===== src/rtl/serial_adder_ctrl.sv =====
// serial_adder_ctrl: computes a + b + c_in over DATA_W bits by reusing a single
// SLICE_W-bit adder slice for DATA_W/SLICE_W cycles, starting at the LSB. A
// registered carry links each slice to the next. Operands arrive and results
// leave over valid/ready handshakes.
module serial_adder_ctrl #(
    parameter int DATA_W  = 16,
    parameter int SLICE_W = 4
) (
    input  logic              clk,
    input  logic              rst,
    input  logic              in_valid,
    output logic              in_ready,
    input  logic [DATA_W-1:0] a,
    input  logic [DATA_W-1:0] b,
    input  logic              c_in,
    output logic              busy,
    output logic              out_valid,
    input  logic              out_ready,
    output logic [DATA_W-1:0] sum,
    output logic              c_out
);

    localparam int NUM_SLICES = DATA_W / SLICE_W;
    localparam int IDX_W      = (NUM_SLICES > 1) ? $clog2(NUM_SLICES) : 1;
    localparam logic [IDX_W-1:0] LAST_IDX = IDX_W'(NUM_SLICES - 1);

    // Refuse to elaborate when the operand does not split into whole slices
    if ((SLICE_W < 1) || (DATA_W < SLICE_W) || ((DATA_W % SLICE_W) != 0)) begin : g_width_check
        $error("serial_adder_ctrl: DATA_W (%0d) must be a positive multiple of SLICE_W (%0d)",
               DATA_W, SLICE_W);
    end

    typedef enum logic [1:0] {
        IDLE = 2'd0,
        RUN  = 2'd1,
        DONE = 2'd2
    } state_t;

    state_t             state;
    state_t             state_next;

    logic [DATA_W-1:0]  a_r;
    logic [DATA_W-1:0]  b_r;
    logic [DATA_W-1:0]  work;
    logic [DATA_W-1:0]  work_next;
    logic [DATA_W-1:0]  sum_r;
    logic               carry;
    logic               c_out_r;
    logic [IDX_W-1:0]   idx;

    logic [SLICE_W-1:0] a_slice;
    logic [SLICE_W-1:0] b_slice;
    logic [SLICE_W:0]   slice_sum;
    logic               accept;
    logic               last_slice;

    assign accept     = (state == IDLE) && in_valid;
    assign last_slice = (state == RUN) && (idx == LAST_IDX);

    // Slice adder and the work word with the current slice merged in
    always_comb begin
        a_slice   = a_r[int'(idx) * SLICE_W +: SLICE_W];
        b_slice   = b_r[int'(idx) * SLICE_W +: SLICE_W];
        slice_sum = {1'b0, a_slice} + {1'b0, b_slice} + {{SLICE_W{1'b0}}, carry};
        work_next = work;
        work_next[int'(idx) * SLICE_W +: SLICE_W] = slice_sum[SLICE_W-1:0];
    end

    // State register
    always_ff @(posedge clk) begin
        if (rst) begin
            state <= IDLE;
        end else begin
            state <= state_next;
        end
    end

    // Next-state logic: accept in IDLE, step through slices, hold DONE until taken
    always_comb begin
        state_next = state;
        case (state)
            IDLE:    if (in_valid)   state_next = RUN;
            RUN:     if (last_slice) state_next = DONE;
            DONE:    if (out_ready)  state_next = IDLE;
            default: state_next = IDLE;
        endcase
    end

    // Datapath registers: latch operands, ripple carry slice by slice, publish result
    always_ff @(posedge clk) begin
        if (rst) begin
            a_r     <= '0;
            b_r     <= '0;
            work    <= '0;
            sum_r   <= '0;
            carry   <= 1'b0;
            c_out_r <= 1'b0;
            idx     <= '0;
        end else if (accept) begin
            a_r   <= a;
            b_r   <= b;
            carry <= c_in;
            idx   <= '0;
        end else if (state == RUN) begin
            work  <= work_next;
            carry <= slice_sum[SLICE_W];
            if (last_slice) begin
                sum_r   <= work_next;
                c_out_r <= slice_sum[SLICE_W];
                idx     <= '0;
            end else begin
                idx <= idx + IDX_W'(1);
            end
        end
    end

    // Handshake and status outputs decoded from the state
    always_comb begin
        in_ready  = (state == IDLE);
        busy      = (state != IDLE);
        out_valid = (state == DONE);
    end

    assign sum   = sum_r;
    assign c_out = c_out_r;

endmodule


===== config.mk =====
export PLATFORM = sky130hd
export DESIGN_NAME = serial_adder_ctrl
export DESIGN_NICKNAME = d
export VERILOG_FILES = /design/src/rtl/serial_adder_ctrl.sv
export SDC_FILE = /design/constraint.sdc
export NUM_CORES = 1
export LEC_CHECK = 0
export CAP_MARGIN = 10
export CORE_UTILIZATION = 30
export CTS_BUF_LIST = sky130_fd_sc_hd__clkbuf_8
export CTS_CLUSTER_DIAMETER = 100
export DETAILED_ROUTE_END_ITERATION = 8
export HOLD_SLACK_MARGIN = 0.15
export PLACE_DENSITY = 0.54
export REMOVE_ABC_BUFFERS = 1
export SLEW_MARGIN = 20
export SYNTH_ARGS = -nofsm -noshare
export SYNTH_HDL_FRONTEND = slang
export SYNTH_SLANG_ARGS = --single-unit

===== constraint.sdc =====
create_clock -name clk -period 2.7 [get_ports clk]
set_input_delay 0.27 -clock clk [delete_from_list [all_inputs] [get_ports clk]]
set_output_delay 0.27 -clock clk [all_outputs]
set_load 0.03 [all_outputs]

==> impl_metrics.env <==
export IMPL_fmax_ghz=0.3911
export IMPL_slew_headroom_pct=69.34
export IMPL_dieArea_um2=10400
export IMPL_num_rows=36
export IMPL_die_h_um=102.0
export IMPL_synth_seq_cells=66
export IMPL_netlist_area_um2=2999
export IMPL_leakagePower_nw=1.396
export IMPL_drv_cap=0
export IMPL_postSynthAreaPerCell_um2=9.116
export IMPL_synth_common_cells="nand2_1 (77), dfxtp_1 (66), a21oi_1 (41)"
export IMPL_setup_viol=0
export IMPL_grt_start_max_net_pins=37
export IMPL_rsz0062_at_grt="false"
export IMPL_grt_pass1_wl_um=11980
export IMPL_pre_cts_slack_ns=-0.02932
export IMPL_peakVddDrop_uv=213.3
export IMPL_hold_violations=0
export IMPL_gp_congestion=0.7535
export IMPL_synth_edf_count=0
export IMPL_worst_pin_slew_ns=0.4600
export IMPL_synthTopCellsByArea="dfxtp_1 (44%), nand2_1 (9.6%), a21oi_1 (6.8%)"
export IMPL_synth_cells=329
export IMPL_cts_sinks=66
export IMPL_cts_htree_levels=3
export IMPL_post_cts_buffers=0
export IMPL_synth_distinct_cells=38
export IMPL_cts_made_buffers=9
export IMPL_yosysSeqAreaShare_pct=44.06
export IMPL_ant_nets=0
export IMPL_power_mw=1.998
export IMPL_yosysMostFrequentCell="nand2_1"
export IMPL_yosys_warnings=0
export IMPL_final_nets=427
export IMPL_area_growth_pct=25.70
export IMPL_critPathLaunchType="register"
export IMPL_clock_latency_ns=0.34
export IMPL_hold_path_class="input pin to register"
export IMPL_endpoint_kind="register"
export IMPL_totalWireLength_um=6955
export IMPL_r2r_start="idx[0]"
export IMPL_gr_usage_all_layers_pct=14.94
export IMPL_dpl_hpwl_um=4897
export IMPL_ioPinCount=57
export IMPL_yosys_area_top_type_share_pct=44.06
export IMPL_start_util_pct=30.83
export IMPL_period_needed_ns=2.557
export IMPL_io_buffers=56
export IMPL_cts_buffer_depth=2
export IMPL_viasPerCell=4.868
export IMPL_drive_gt1_share_pct=11.55
export IMPL_cp_arrival_ns=2.78
export IMPL_timing_rr_end="carry"
export IMPL_cp_startpoint="idx[0]"
export IMPL_wl_per_cell_um=13.53
export IMPL_worst_path_max_fanout=4
export IMPL_overflow=0
export IMPL_antenna_found_initial=0
export IMPL_critPathKind="register to register"
export IMPL_die_w_um=102.0
export IMPL_setup_slack_ns=0.1433
export IMPL_outcome="completed"
export IMPL_grt_pass1_vias=2469
export IMPL_synth_top_area_cell="dfxtp_1"
export IMPL_core_area_um2=9729
export IMPL_dr_pass1_iters=4
export IMPL_crit_path_end="carry"
export IMPL_reg2reg_setup_slack_ns=0.14
export IMPL_drc=0
export IMPL_p_per_area_nw_per_um2=529.9
export IMPL_synth_async_reset_ratio_pct=0
export IMPL_vias=2502
export IMPL_antennaDiodeCount=0
export IMPL_finalCritPeriodShare_pct=94.69
export IMPL_fin_setup_tns_ns=0
export IMPL_utilization_pct=38.75
export IMPL_finalMaxSlewViolations=0
export IMPL_clk_pin_slew_ns=0.06
export IMPL_drtIter0Drc=77
export IMPL_fin_skew_ns=0.004063
export IMPL_synth_main_ff_cell="dfxtp_1"
export IMPL_hold_buffers=0
export IMPL_r2r_cells=7
export IMPL_required_ns=2.92
export IMPL_cts_tree="yes"
export IMPL_cts_root_buf="clkbuf_8"
==> where the power goes <==
part	switching (mW)	internal [mW]	total, mW
registers	0.0211	1.01	1.03
logic	0.160	0.131	0.291
clock network	0.342	0.333	0.675
==> worst min-delay path by stage <==
stage,startpoint,to,slack [ns],cells after the start
after floorplan,rst,a_r[0],0.34,1
after global placement,a_r[15],a_r[15],0.44,2
after detailed placement,b_r[5],b_r[5],0.45,2
after CTS,rst,work[8],0.35,2
after global routing,rst,b_r[9],0.39,2
final,rst,work[8],0.35,2
==> sequential cells by signal, indices dropped and copies added (netlist names) <==
signal / count
a_r: 16
state: 2
work: 12
sum: 16
b_r: 16
idx: 2
carry: 1
c_out: 1
==> cell usage in the layout (no fill, tap or decap), types with 3 or more instances in the layout <==
cell type / count
a211oi_1: 6
a21oi_1: 41
a221oi_1: 9
a22oi_1: 9
and2_1: 5
and4bb_2: 3
buf_4: 7
clkbuf_8: 10
clkdlybuf4s50_1: 55
dfxtp_1: 65
ha_1: 8
inv_1: 7
mux4_2: 8
nand2_1: 77
nand3b_1: 4
nor2_1: 23
nor3_1: 10
nor3_2: 3
o21bai_1: 3
o31ai_1: 4
==> logic make-up after synthesis <==
family	count (synthesis)	share of synthesized area [%]
simple gates	135	21.19
compound gates	79	17.02
flops	66	44.06
buf+inv	29	6.216
fa+ha+maj	10	4.673
mux	8	6.007
xor+xnor	2	0.8346
==> layer usage <==
metal,part of all wire (%),up-vias,track usage (%)
met4,1.3,0,4.176
met1,45,1190,18.93
met5,0,-,0
li1,-,1240,-
met3,4.7,12,4.993
met2,49,60,24.26
==> critical path: stages (launching register included) <==
cell and delay [ns]:
dfxtp_2 0.37, mux4_2 0.52, fa_1 0.44, fa_1 0.44
a21o_1 0.21, a211oi_2 0.22, a2bb2oi_1 0.18, nor2_1 0.05
==> through the flow <==
stage / area (µm²) / hold slack, ns / std cells
2_1_floorplan: 2835 / 0.3391 / 306
3_3_place_gp: 3610 / 0.4399 / 502
3_5_place_dp: 3610 / 0.4473 / 502
4_1_cts: 3764 / 0.3514 / 514
5_1_grt: 3770 / 0.3945 / 514
6_report: 3770 / 0.3520 / 514
==> repair_timing <==
item,in CTS,in global routing
gates resized for setup,1,2
endpoints found under the hold margin,0,0
endpoints found under the setup margin,3,3
==> final cells by class <==
cell class | count | area [µm²]
multi-input combinational | 234 | 1504
clock inverter | 2 | 8.758
sequential | 66 | 1323
fill | 1039 | 5959
inverter | 6 | 22.52
clock buffer | 10 | 137.6
tap | 133 | 166.4
timing repair buffer | 63 | 608.1
Power figures use the tool's default switching activity.
